## src/rtl/sb_crc_rx_ctrl.sv

```systemverilog
// Purpose     : USB4 sideband receive sequencer; frames 10-bit symbols, hunts DLE/STX..DLE/ETX,
//               unstuffs DLE and replays covered bytes bit-serially into an external CRC-16 engine.
// Latency     : every output reacts the cycle after the symbol-completing clock edge;
//               STX replay is delayed one more cycle behind its crc_init pulse.
// Backpressure: none; rx_valid gaps hold all state, and a byte replay (8 cycles)
//               always finishes before the next 10-bit symbol can complete.
//
// Ports:
//   clk, reset          : clock, asynchronous active-low reset
//   rx_valid, rx_bit    : one serial sideband bit per valid cycle
//   crc_init            : one-cycle pulse, engine preloads 16'hFFFF
//   crc_en, crc_bit     : engine shifts crc_bit while crc_en is high
//   crc_residue         : engine register, sampled only while crc_en is low
//   pkt_done            : one-cycle pulse at transaction end, qualified by pkt_ok / crc_err
//   frame_err           : one-cycle pulse on any framing/protocol abort
//   byte_cnt            : unstuffed data bytes of the last good-framed packet
//   err_cnt (optional)  : present only when SB_CRC_ERR_CNT_EN is defined; saturating count of
//                         crc_err completions plus frame_err pulses, cleared only by reset
module sb_crc_rx_ctrl #(
    parameter logic [7:0] DLE_SYM   = 8'hFE,
    parameter logic [7:0] STX_SYM   = 8'h05,
    parameter logic [7:0] ETX_SYM   = 8'h40,
    parameter int         MAX_BYTES = 64
) (
    input  logic        clk,
    input  logic        reset,
    input  logic        rx_valid,
    input  logic        rx_bit,
    output logic        crc_init,
    output logic        crc_en,
    output logic        crc_bit,
    input  logic [15:0] crc_residue,
    output logic        pkt_done,
    output logic        pkt_ok,
    output logic        crc_err,
    output logic        frame_err,
    output logic [6:0]  byte_cnt
`ifdef SB_CRC_ERR_CNT_EN
    ,
    output logic [7:0]  err_cnt
`endif
);

    typedef enum logic [2:0] {
        ST_IDLE,
        ST_WAIT_STX,
        ST_DATA,
        ST_ESC,
        ST_CHECK
    } state_t;

    localparam logic [6:0] MAX_PUSH = 7'(MAX_BYTES);
    // Replay counter: 9 = crc_init slot ahead of the STX replay, 8..1 = bit being shifted out.
    localparam logic [3:0] REP_PRE  = 4'd9;
    localparam logic [3:0] REP_LEN  = 4'd8;
    localparam logic [3:0] LAST_BIT = 4'd9;

    // Symbol framer
    logic [3:0] bit_cnt_q, bit_cnt_d;
    logic [7:0] shift_q,   shift_d;

    // Transaction FSM and two-byte delay line (hold0 older, hold1 newer)
    state_t     state_q,    state_d;
    logic [7:0] hold0_q,    hold0_d;
    logic [7:0] hold1_q,    hold1_d;
    logic [1:0] held_q,     held_d;
    logic [6:0] push_cnt_q, push_cnt_d;
    logic [6:0] data_cnt_q, data_cnt_d;
    logic [6:0] byte_cnt_q, byte_cnt_d;

    // Replay shifter and registered pulses
    logic [7:0] rep_sr_q,   rep_sr_d;
    logic [3:0] rep_cnt_q,  rep_cnt_d;
    logic       crc_init_q, crc_init_d;
    logic       frame_err_q, frame_err_d;

    logic       sym_bad;
    logic       sym_ok;
    logic       start_pkt;
    logic       do_push;
    logic [7:0] push_byte;
    logic       crc_match;

    // Framing decode of the current bit: bad start bit, bad stop bit, or a good completed symbol.
    always_comb begin
        sym_bad = 1'b0;
        sym_ok  = 1'b0;
        if (rx_valid) begin
            if (bit_cnt_q == 4'd0) begin
                sym_bad = rx_bit;
            end else if (bit_cnt_q == LAST_BIT) begin
                sym_bad = ~rx_bit;
                sym_ok  = rx_bit;
            end
        end
    end

    always_comb begin
        state_d     = state_q;
        bit_cnt_d   = bit_cnt_q;
        shift_d     = shift_q;
        hold0_d     = hold0_q;
        hold1_d     = hold1_q;
        held_d      = held_q;
        push_cnt_d  = push_cnt_q;
        data_cnt_d  = data_cnt_q;
        byte_cnt_d  = byte_cnt_q;
        rep_sr_d    = rep_sr_q;
        rep_cnt_d   = rep_cnt_q;
        crc_init_d  = 1'b0;
        frame_err_d = 1'b0;
        start_pkt   = 1'b0;
        do_push     = 1'b0;
        push_byte   = shift_q;

        // Replay shifter runs free; the pre slot (9) only burns the crc_init cycle.
        if (rep_cnt_q != 4'd0) begin
            rep_cnt_d = rep_cnt_q - 4'd1;
            if (rep_cnt_q <= REP_LEN) begin
                rep_sr_d = {1'b0, rep_sr_q[7:1]};
            end
        end

        // Framer: bit counter resyncs to 0 on a bad start bit and after every stop bit.
        if (rx_valid) begin
            if (bit_cnt_q == LAST_BIT || sym_bad) begin
                bit_cnt_d = 4'd0;
            end else begin
                bit_cnt_d = bit_cnt_q + 4'd1;
            end
            if (bit_cnt_q >= 4'd1 && bit_cnt_q <= 4'd8) begin
                shift_d = {rx_bit, shift_q[7:1]};
            end
        end

        // CHECK only exists for the single pkt_done cycle.
        if (state_q == ST_CHECK) begin
            state_d = ST_IDLE;
        end

        if (sym_bad) begin
            frame_err_d = 1'b1;
            state_d     = ST_IDLE;
        end else if (sym_ok) begin
            case (state_q)
                ST_IDLE: begin
                    if (shift_q == DLE_SYM) begin
                        state_d = ST_WAIT_STX;
                    end
                end
                ST_WAIT_STX: begin
                    if (shift_q == STX_SYM) begin
                        start_pkt = 1'b1;
                    end else begin
                        state_d = ST_IDLE;
                    end
                end
                ST_DATA: begin
                    if (shift_q == DLE_SYM) begin
                        state_d = ST_ESC;
                    end else begin
                        do_push = 1'b1;
                    end
                end
                ST_ESC: begin
                    if (shift_q == DLE_SYM) begin
                        do_push   = 1'b1;
                        push_byte = DLE_SYM;
                        state_d   = ST_DATA;
                    end else if (shift_q == ETX_SYM) begin
                        // The two held bytes are the CRC field; anything less is malformed.
                        if (held_q == 2'd2) begin
                            state_d    = ST_CHECK;
                            byte_cnt_d = data_cnt_q;
                        end else begin
                            frame_err_d = 1'b1;
                            state_d     = ST_IDLE;
                        end
                    end else if (shift_q == STX_SYM) begin
                        // Nested STX abandons the current packet and starts a fresh one.
                        frame_err_d = 1'b1;
                        start_pkt   = 1'b1;
                    end else begin
                        frame_err_d = 1'b1;
                        state_d     = ST_IDLE;
                    end
                end
                ST_CHECK: begin
                    state_d = ST_IDLE;
                end
                default: begin
                    state_d = ST_IDLE;
                end
            endcase
        end

        if (start_pkt) begin
            crc_init_d = 1'b1;
            rep_sr_d   = STX_SYM;
            rep_cnt_d  = REP_PRE;
            held_d     = 2'd0;
            push_cnt_d = 7'd0;
            data_cnt_d = 7'd0;
            state_d    = ST_DATA;
        end

        // Delay line: the newest two bytes may be the CRC, so only older bytes get replayed.
        if (do_push) begin
            if (push_cnt_q == MAX_PUSH) begin
                frame_err_d = 1'b1;
                state_d     = ST_IDLE;
            end else begin
                push_cnt_d = push_cnt_q + 7'd1;
                if (held_q == 2'd2) begin
                    rep_sr_d   = hold0_q;
                    rep_cnt_d  = REP_LEN;
                    data_cnt_d = data_cnt_q + 7'd1;
                    hold0_d    = hold1_q;
                    hold1_d    = push_byte;
                end else if (held_q == 2'd1) begin
                    hold1_d = push_byte;
                    held_d  = 2'd2;
                end else begin
                    hold0_d = push_byte;
                    held_d  = 2'd1;
                end
            end
        end
    end

    always_ff @(posedge clk or negedge reset) begin
        if (!reset) begin
            state_q     <= ST_IDLE;
            bit_cnt_q   <= 4'd0;
            shift_q     <= 8'd0;
            hold0_q     <= 8'd0;
            hold1_q     <= 8'd0;
            held_q      <= 2'd0;
            push_cnt_q  <= 7'd0;
            data_cnt_q  <= 7'd0;
            byte_cnt_q  <= 7'd0;
            rep_sr_q    <= 8'd0;
            rep_cnt_q   <= 4'd0;
            crc_init_q  <= 1'b0;
            frame_err_q <= 1'b0;
        end else begin
            state_q     <= state_d;
            bit_cnt_q   <= bit_cnt_d;
            shift_q     <= shift_d;
            hold0_q     <= hold0_d;
            hold1_q     <= hold1_d;
            held_q      <= held_d;
            push_cnt_q  <= push_cnt_d;
            data_cnt_q  <= data_cnt_d;
            byte_cnt_q  <= byte_cnt_d;
            rep_sr_q    <= rep_sr_d;
            rep_cnt_q   <= rep_cnt_d;
            crc_init_q  <= crc_init_d;
            frame_err_q <= frame_err_d;
        end
    end

    // Received CRC is transmitted high byte first, so the older held byte is the MSB half.
    assign crc_match = (crc_residue == {hold0_q, hold1_q});

    assign crc_init  = crc_init_q;
    assign crc_en    = (rep_cnt_q != 4'd0) && (rep_cnt_q <= REP_LEN);
    assign crc_bit   = crc_en & rep_sr_q[0];
    assign pkt_done  = (state_q == ST_CHECK);
    assign pkt_ok    = pkt_done & crc_match;
    assign crc_err   = pkt_done & ~crc_match;
    assign frame_err = frame_err_q;
    assign byte_cnt  = byte_cnt_q;

`ifdef SB_CRC_ERR_CNT_EN
    logic [7:0] err_cnt_q, err_cnt_d;

    // frame_err and pkt_done never coincide, so one increment per cycle is enough.
    always_comb begin
        err_cnt_d = err_cnt_q;
        if ((frame_err_q || crc_err) && (err_cnt_q != 8'hFF)) begin
            err_cnt_d = err_cnt_q + 8'd1;
        end
    end

    always_ff @(posedge clk or negedge reset) begin
        if (!reset) begin
            err_cnt_q <= 8'd0;
        end else begin
            err_cnt_q <= err_cnt_d;
        end
    end

    assign err_cnt = err_cnt_q;
`endif

endmodule

```

## config.mk

```make
export PLATFORM = sky130hd
export DESIGN_NAME = sb_crc_rx_ctrl
export DESIGN_NICKNAME = d
export VERILOG_FILES = /design/src/rtl/sb_crc_rx_ctrl.sv
export SDC_FILE = /design/constraint.sdc
export NUM_CORES = 1
export LEC_CHECK = 0
export CAP_MARGIN = 20
export CORE_ASPECT_RATIO = 1.5
export CORE_MARGIN = 8
export CORE_UTILIZATION = 35
export CTS_CLUSTER_DIAMETER = 120
export DETAILED_ROUTE_END_ITERATION = 10
export PLACE_DENSITY = 0.51
export RECOVER_POWER = 50
export SYNTH_ARGS = -nofsm -noshare
export SYNTH_HDL_FRONTEND = slang
export SYNTH_SLANG_ARGS = --single-unit
```

## constraint.sdc

```tcl
create_clock -name clk -period 4.4 [get_ports clk]
set_input_delay 0.44 -clock clk [delete_from_list [all_inputs] [get_ports clk]]
set_output_delay 0.44 -clock clk [all_outputs]
set_load 0.03 [all_outputs]
```

==> impl_metrics.toml, run 1 <==
[outcome]
outcome = "finished, violations left"
violations = "max-capacitance violations, max-slew violations"

[route]
routed_wl_mm = 8.123
ant_nets = 0
drt-initial-drc-count = 76
dr.pass1.iters = 4
vias = 2626
wl_per_cell_um = 16.61
drt-vias-per-instance = 5.370
drc = 0

[setup_path]
critPathArrivalTime_ns = 2.52
crit_required_ns = 3.96
crit_fanout = 10
cp-start-kind = "flop"
crit_type = "reg -> out"
cp-end-kind = "output port"

[global_routing]
antenna_found_initial = 0
grt_max_degree = 37
gr-total-overflow = 0
grt_pass1_vias = 2706
grt_pass1_wl_mm = 13.83
grtUsageTotal = 0.1256

[timing]
clock_skew_ns = 0.007167
setup_viol = 0
rsz0062_at_grt = "no"
fin_tns_setup_ns = 0
finalHoldViolCount = 0
hold_ws_ns = 0.4966
max_freq_mhz = 337.5
finalCritPeriodShare = 0.6734
tightest_slew_ns = 1.885
maxSlewViolCount = 34
max_slew_margin = -0.2565
layout_min_cycle_time_ns = 2.963

[pwr]
total_power_mw = 1.811
p_sw_mw = 0.5005
power.share.combinational = 0.136
power_report.internal_total_mw = 1.311
netSwitchingFraction = 0.2763
peakVddDrop_mv = 0.2499
p_clk_frac = 0.422
p_per_area_nw_per_um2 = 413.3
leakage_nw = 1.942
seqPwrFrac = 0.442

[clock_tree]
post_cts_buffers = 0
htree_levels = 3
path_clk_slew_ns = 0.06
clock_sinks = 68
numCtsBuffers = 9
cts_tree = "built"
cts_root_buf = "clkbuf_16"
cts_buffer_depth = 2
insertion_delay_ns = 0.34
cts_resized = 0
holdBufCountCts = 0

[yosys]
syn_area_um2 = 3650
synth_area_per_cell_um2 = 11.06
synth_top_family_by_area = "simple AND/OR/NAND/NOR gates"
yosys.area_share.simple = 0.1790
synth_common_cells = "68 x dfrtp_1, 27 x o21ai_0, 25 x mux2_2, 18 x xor2_1, 17 x nand2_1"
async_flop_share = 1.000
ys.flop_type = "dfrtp_1"
synth_fa_ha_area_frac = 0.03085
ys_seq_elements = 68
yosys.area.top_type_share = 0.4662
synth_edf_count = 0
synth.mux.area_fraction = 0.1183
synth_compound_area_frac = 0.1094
synth_cells = 330
ys_seq_area_frac = 0.4662
ys_top_cells_by_area = "dfrtp_1 47%, mux2_2 7.7%, xor2_1 4.3%"
yosys_warnings = 0
synth.most_common_cell = "dfrtp_1"
synth_largest_area_cell = "dfrtp_1"
synthesis.nets = 359
synth_xor_area_frac = 0.06205
ys_types = 56

[job]
max-cap-violations = 1

[layout]
fillers = 994
final_cell_area_um2 = 4383
layout.area.seq_um2 = 1702
drive_gt1_frac = 0.1667
diodes = 0
multi_input_area_um2 = 1823
area_delta_synth_final_pct = 20.09
stdcell_count = 489
finish.net_count = 396

[placement]
place.gp.congestion = 0.7062
io_buffers = 33
dp_hpwl_mm = 5.775
postPlaceCellArea_um2 = 4071
dp_cells = 473

[die]
die_w_um = 99.38
die-area_um2 = 14020
core_area_um2 = 10130
ioPinCount = 34
start_util = 0.3601
fp.dieH_um = 141.1
rows = 45

[min_path]
min_path_type = "reg -> reg"
[metrics by stage]
| step | util | setup WS (ns) |
|---|---|---|
| global route | 0.4325 | 1.289 |
| detailed placement | 0.4017 | 1.412 |
| global placement | 0.4017 | 1.379 |
| CTS | 0.4330 | 1.367 |
| floorplan | - | 2.168 |
| finish | 0.4325 | 1.437 |
[power groups by stage]
stage	logic, mW	registers, mW	clock network (mW)
detailed placement	0.250	0.813	0
global route	0.276	0.815	0.806
floorplan	0.185	0.769	0
global placement	0.246	0.810	0
CTS	0.252	0.802	0.782
finish	0.247	0.800	0.765
[metal layers]
layer	GRT usage	routed length, um	up-vias
li1	-	-	1287
met1	0.1459	3630	1290
met2	0.2090	4065	37
met3	0.02908	241	12
met4	0.06645	184	0
met5	0	0	-
[logic make-up (layout without fill, tap and decap cells)]
family | Yosys count | after routing
compound gates | 63 | 63
flops | 68 | 68
fa+ha+maj | 9 | 9
mux | 40 | 40
xor+xnor | 25 | 25
buf+inv | 23 | 65
simple gates | 102 | 102
[cell type report]
class | count | area share
tap | 117 | 0.03340
timing repair buffer | 37 | 0.07993
clock buffer | 9 | 0.05138
multi-input combinational | 239 | 0.4159
inverter | 12 | 0.01028
clock inverter | 7 | 0.02084
sequential | 68 | 0.3882
[worst paths after layout]
path | to | slack (ns) | cells past startpoint | start
worst max-delay path | crc_bit | 1.44 | 6 | rep_cnt_q[0]$_DFF_PN0_
worst min-delay path | byte_cnt[4]$_DFFE_PN0P_ | 0.50 | 1 | byte_cnt[4]$_DFFE_PN0P_
worst max register to register | data_cnt_q[0]$_DFF_PN0_ | 1.72 | 7 | bit_cnt_q[1]$_DFFE_PN0P_
worst min register to register | byte_cnt[4]$_DFFE_PN0P_ | 0.50 | 1 | byte_cnt[4]$_DFFE_PN0P_
max in group asynchronous | shift_q[6]$_DFFE_PN0P_ | 2.43 | 2 | reset
min in group asynchronous | bit_cnt_q[2]$_DFFE_PN0P_ | 0.62 | 1 | reset
[flip-flops by register name (all words and copies together) (netlist names)]
name,count
state_q,3
data_cnt_q,7
push_cnt_q,7
hold1_q,8
bit_cnt_q,4
frame_err,1
crc_init,1
rep_sr_q,8
hold0_q,8
held_q,2
byte_cnt,7
shift_q,8
rep_cnt_q,4
[worst max-delay path, stage by stage, from the launching register on]
cell             delay (ns)
dfrtp_1                0.33
inv_1                  0.06
ha_1                   0.23
nor2b_1                0.18
xnor2_2                0.52
and2_1                 0.21
clkdlybuf4s50_1        0.66
[cells in the final DEF, fill, tap and decap left out, drive strengths merged, types with 7 or more instances in the layout]
master / netlist / routed
mux2: 25 / 25
nand2: 17 / 17
clkdlybuf4s50: 0 / 28
inv: 12 / 12
xnor2: 7 / 7
clkbuf: 4 / 11
nor2: 12 / 12
dfrtp: 68 / 68
nor3: 10 / 10
mux2i: 15 / 15
ha: 9 / 9
o31ai: 8 / 8
nand3: 17 / 17
xor2: 18 / 18
o211ai: 7 / 7
o21ai: 32 / 32
No activity file was read; power rests on OpenSTA's default activity.
==> run 2, diff against run 1 <==
- clock period: 4.4 -> 2.8 ns (I/O delays scaled with it)
==> run 2 against run 1 <==
  * The flow still finishes with violations (max-capacitance violations, max-slew violations)
  * Worst hold slack better by 0.0016 ns
  * Final area up 0.69%
  * Core utilization is 0.30 points higher
  * Global-route usage decreased by 0.29 points
  * First-iteration DRC count grew 25%
  * Clock skew about the same
  * Flip-flop and latch count is the same
  * Setup slack worse by 1.3 ns
  * Largest power group unchanged
  * Wire length up 0.54%
==> impl_metrics.toml, run 2 (synthesized netlist as in run 1, its figures left out) <==
[pwr]
total_power_mw = 2.749
leakage_nw = 1.964
peakVddDrop_mv = 0.5861
p_per_area_nw_per_um2 = 622.9

[clock_tree]
insertion_delay_ns = 0.34
numCtsBuffers = 9
path_clk_slew_ns = 0.05
htree_levels = 3
cts_resized = 1
cts_tree = "built"
cts_root_buf = "clkbuf_16"
clock_sinks = 68
post_cts_buffers = 0
holdBufCountCts = 0
cts_buffer_depth = 2

[layout]
drive_gt1_frac = 0.1825
finish.net_count = 402
final_cell_mix = "68 x dfrtp_1, 29 x clkdlybuf4s50_1, 27 x o21ai_0, 25 x mux2_2, 18 x xor2_1"
final_common_cell = "dfrtp_1"
final_cell_area_um2 = 4413
diodes = 0
post-route-util = 0.4354
stdcell_count = 495
area_delta_synth_final_pct = 20.91

[route]
drc = 0
drt-initial-drc-count = 95
routed_wl_mm = 8.167
dr.pass1.iters = 4
vias = 2608
wl_per_cell_um = 16.50
drt-vias-per-instance = 5.269
ant_nets = 0

[timing]
rsz0062_at_grt = "no"
finalHoldViolCount = 0
max_slew_margin = -0.1681
fin_tns_setup_ns = 0
maxSlewViolCount = 69
setup_viol = 0
clock_skew_ns = 0.007405
tightest_slew_ns = 1.752
layout_min_cycle_time_ns = 2.687
finalCritPeriodShare = 0.9598
hold_ws_ns = 0.4982
setup_slack_ns = 0.1126
max_freq_mhz = 372.1

[die]
start_util = 0.3601
die-area_um2 = 14020
rows = 45
die_w_um = 99.38
core_area_um2 = 10130
ioPinCount = 34
fp.dieH_um = 141.1

[min_path]
min_path_type = "in -> async"

[setup_path]
cp_slowest_cell = "clkdlybuf4s50_1"
cpPeakStageDelay_ns = 0.68
crit_fanout = 3
crit_type = "reg -> out"
crit_required_ns = 2.52
critPathArrivalTime_ns = 2.41
cp-start-kind = "flop"
path_cells = "xor2_1 -> nor4_1 -> nand4_1 -> nor2_1 -> clkdlybuf4s50_1"
cp-end-kind = "output port"

[placement]
dp_hpwl_mm = 5.766
postPlaceCellArea_um2 = 4116
io_buffers = 33
place.gp.congestion = 0.7476
dp_cells = 479
place_ws_ns = 0.1467

[global_routing]
antenna_found_initial = 0
grt_max_degree = 69
grt_pass1_vias = 2591
gr-total-overflow = 0
grtUsageTotal = 0.1227
grt_pass1_wl_mm = 13.57

[outcome]
outcome = "finished, violations left"
violations = "max-capacitance violations, max-slew violations"

[job]
max-cap-violations = 1
==> run 2: changes by cell type in the layout (fill, tap and decap cells not counted), sizes merged <==
| cell | change |
|---|---|
| clkbuf | +1 |
| bufinv | -1 |
| buf | +7 |
| clkdlybuf4s50 | +1 |
| clkinv | -1 |
| dlygate4sd3 | -1 |
==> run 2: cell type report <==
class	count	area [um2]
multi-input combinational	239	1837
fill	975	5722
clock buffer	11	232.7
clock inverter	5	52.55
timing repair buffer	43	397.9
sequential	68	1702
tap	117	146.4
inverter	12	45.04
==> run 2: worst paths after layout <==
kind,startpoint,to,slack [ns],depth (start not counted)
hold reg to reg,byte_cnt[5]$_DFFE_PN0P_,byte_cnt[5]$_DFFE_PN0P_,0.50,1
setup reg to reg,bit_cnt_q[1]$_DFFE_PN0P_,rep_sr_q[2]$_DFF_PN0_,0.28,8
setup / recovery,hold0_q[2]$_DFFE_PN0P_,pkt_ok,0.11,5
hold / removal,reset,bit_cnt_q[3]$_DFFE_PN0P_,0.50,2
min in group clk,byte_cnt[5]$_DFFE_PN0P_,byte_cnt[5]$_DFFE_PN0P_,0.50,1
max in group asynchronous,reset,hold0_q[0]$_DFFE_PN0P_,1.27,2
==> run 2: worst max-delay path, delay by kind of cell (launching register included) <==
kind,cells,cell delay [ns]
XOR/XNOR,1,0.17
buffers and inverters,1,0.68
flip-flops,1,0.40
AND/OR/NAND/NOR,3,0.83
==> run 2: layer usage <==
layer  part of all wire  vias up  global-route usage
met4              0.022        0             0.06725
met5                  0        -                   0
li1                   -     1288                   -
met3              0.030       12             0.03006
met1               0.45     1266              0.1476
met2               0.49       42              0.1959
==> run 2: power by group <==
group	total (mW)	switching, mW	internal, mW
clock network	1.10	0.416	0.685
logic	0.389	0.173	0.215
registers	1.26	0.187	1.07
total	2.75	0.777	1.97
==> run 3, diff against run 2 <==
- ABC_AREA: default -> 1
- CTS_CLUSTER_SIZE: default -> 24
==> run 3 against run 2 <==
  * The run still ends with max-capacitance violations, max-slew violations left
  * Clock skew fell by 0.0030 ns
  * Non-clock buffer count down 4
  * Global-route usage is 1.7 points higher
  * Via count grew 28%
  * Area after synthesis increased by 6.6%
  * Sequential share of layout area is 2.0 points lower
  * Fmax increased by 3.0%
  * Final area grew 5.3%
  * Flip-flop and latch count did not move
  * Power increased by 39%
  * Critical path type unchanged
  * Largest cell class unchanged
  * Largest power group unchanged
==> impl_metrics.toml, run 3 <==
[yosys]
synth_cells = 515
synth_common_cells = "171 x nand2_1, 68 x dfrtp_1, 52 x inv_1, 48 x nand3_1, 37 x nor2_1"
ys_seq_elements = 68
synth_edf_count = 0
yosys_warnings = 0
syn_area_um2 = 3891
synthesis.nets = 544
ys_types = 31
ys_seq_area_frac = 0.4373
synth_area_per_cell_um2 = 7.556
async_flop_share = 1.000
ys_top_cells_by_area = "dfrtp_1 44%, nand2_1 16%, nand3_1 6.2%"
yosys.area.top_type_share = 0.4373
synth.most_common_cell = "nand2_1"
ys.flop_type = "dfrtp_1"
synth_largest_area_cell = "dfrtp_1"

[pwr]
power.share.combinational = 0.331
leakage_nw = 2.269
p_per_area_nw_per_um2 = 819.6
p_sw_mw = 1.439
netSwitchingFraction = 0.3776
p_clk_frac = 0.294
seqPwrFrac = 0.376
peakVddDrop_mv = 0.3256
power_report.internal_total_mw = 2.371

[global_routing]
grtUsageTotal = 0.1394
grt_max_degree = 36
antenna_found_initial = 0
gr-total-overflow = 0
grt_pass1_vias = 3373
grt_pass1_wl_mm = 16.27

[route]
vias = 3337
ant_nets = 0
drt-initial-drc-count = 115
drc = 0
wl_per_cell_um = 13.70
routed_wl_mm = 9.656
dr.pass1.iters = 6
drt-vias-per-instance = 4.733

[job]
max-cap-violations = 1

[placement]
place_ws_ns = 0.3031
postPlaceCellArea_um2 = 4375
place.gp.congestion = 0.8887
io_buffers = 33
dp_cells = 689
dp_hpwl_mm = 7.194

[outcome]
outcome = "finished, violations left"
violations = "max-capacitance violations, max-slew violations"

[clock_tree]
holdBufCountCts = 0
cts_tree = "built"
insertion_delay_ns = 0.33
clock_sinks = 68
cts_buffer_depth = 2
path_clk_slew_ns = 0.05
htree_levels = 3
numCtsBuffers = 9
post_cts_buffers = 0
cts_resized = 0
cts_root_buf = "clkbuf_16"

[layout]
finish.net_count = 583
final_common_cell = "nand2_1"
final_cell_area_um2 = 4648
diodes = 0
fillers = 1165
final_cell_mix = "171 x nand2_1, 68 x dfrtp_1, 52 x inv_1, 48 x nand3_1, 37 x nor2_1"
area_delta_synth_final_pct = 19.45
post-route-util = 0.4250
drive_gt1_frac = 0.06452
stdcell_count = 705

[timing]
setup_slack_ns = 0.1899
rsz0062_at_grt = "no"
setup_viol = 0
maxSlewViolCount = 36
finalCritPeriodShare = 0.9322
max_freq_mhz = 383.1
layout_min_cycle_time_ns = 2.610
finalHoldViolCount = 0
max_slew_margin = -0.3155
clock_skew_ns = 0.004444
tightest_slew_ns = 1.973
fin_tns_setup_ns = 0

[setup_path]
cp-end-kind = "output port"
crit_type = "reg -> out"
crit_required_ns = 2.52
crit_fanout = 12
cp-start-kind = "flop"
critPathArrivalTime_ns = 2.33

[die]
die_w_um = 102.1
die-area_um2 = 14820
core_area_um2 = 10940
fp.dieH_um = 145.1
ioPinCount = 34
start_util = 0.3558
rows = 47

[min_path]
min_path_type = "reg -> reg"
## run 3: cell count changes in the layout (fill, tap and decap cells not counted), moves of 6 or more
cell     previous run  this run
nand2_1            17       171
inv_1              11        52
nand3_1            16        48
nor2_1              9        37
mux2_2             25         0
mux2i_1            15         1
o31ai_1             8         0
o21ai_0            27        33
## run 3: worst paths after layout
kind | start | to | slack, ns | cells after the start
max | rep_cnt_q[0]$_DFF_PN0_ | crc_en | 0.19 | 6
min | byte_cnt[5]$_DFFE_PN0P_ | byte_cnt[5]$_DFFE_PN0P_ | 0.48 | 2
max reg2reg | bit_cnt_q[1]$_DFFE_PN0P_ | data_cnt_q[2]$_DFF_PN0_ | 0.72 | 11
min reg2reg | byte_cnt[5]$_DFFE_PN0P_ | byte_cnt[5]$_DFFE_PN0P_ | 0.48 | 2
max in group asynchronous | reset | rep_sr_q[3]$_DFF_PN0_ | 0.57 | 2
min in group asynchronous | reset | bit_cnt_q[1]$_DFFE_PN0P_ | 0.49 | 1
## run 3: stage by stage
step	hold WS [ns]	power [mW]
detailed placement	0.4429	2.716
CTS	0.08126	3.851
finish	0.4777	3.810
global route	0.5130	4.102
global placement	0.4337	2.678
floorplan	-0.01559	2.332
## run 3: area by class of cell
class	instances	area (um2)	area share
Timing Repair Buffer	39	362.8	0.07806
Sequential cell	68	1702	0.3661
Tap cell	147	183.9	0.03957
Clock inverter	2	35.03	0.007537
Multi-Input combinational cell	377	1893	0.4073
Inverter	59	221.5	0.04764
Clock buffer	13	250.2	0.05384
## run 3: power groups by stage
| stage | Clock (mW) | Combinational (mW) | Sequential [mW] |
|---|---|---|---|
| final | 1.12 | 1.26 | 1.43 |
| after global routing | 1.18 | 1.45 | 1.47 |
| after CTS | 1.14 | 1.27 | 1.43 |
| after detailed placement | 0 | 1.27 | 1.45 |
| after global placement | 0 | 1.23 | 1.44 |
| after floorplan | 0 | 0.938 | 1.39 |
## run 3: critical path, stage by stage (launching register included)
cell and delay [ns]:
dfrtp_1 0.35, inv_1 0.06, ha_1 0.23, nand3_1 0.16, nand2_1 0.26, inv_1 0.24, clkdlybuf4s50_1 0.70
## run 3: cells by family (layout without fill, tap and decap cells)
family	after synthesis	after routing	share of synthesized area
xor gates and xnor gates	27	27	0.06077
DFF	68	68	0.4373
buffers and inverters	70	113	0.07621
and+or+nand+nor	288	288	0.3251
muxes	1	1	0.002572
AOI/OAI and AO/OA	52	52	0.06913
adders and majority gates	9	9	0.02894
## run 3: layer usage
| layer | vias to the layer above | part of all wire | track usage |
|---|---|---|---|
| met2 | 52 | 0.51 | 0.2359 |
| li1 | 1703 | - | - |
| met4 | 0 | 0.024 | 0.07011 |
| met5 | - | 0 | 0 |
| met3 | 14 | 0.029 | 0.03065 |
| met1 | 1568 | 0.44 | 0.1580 |
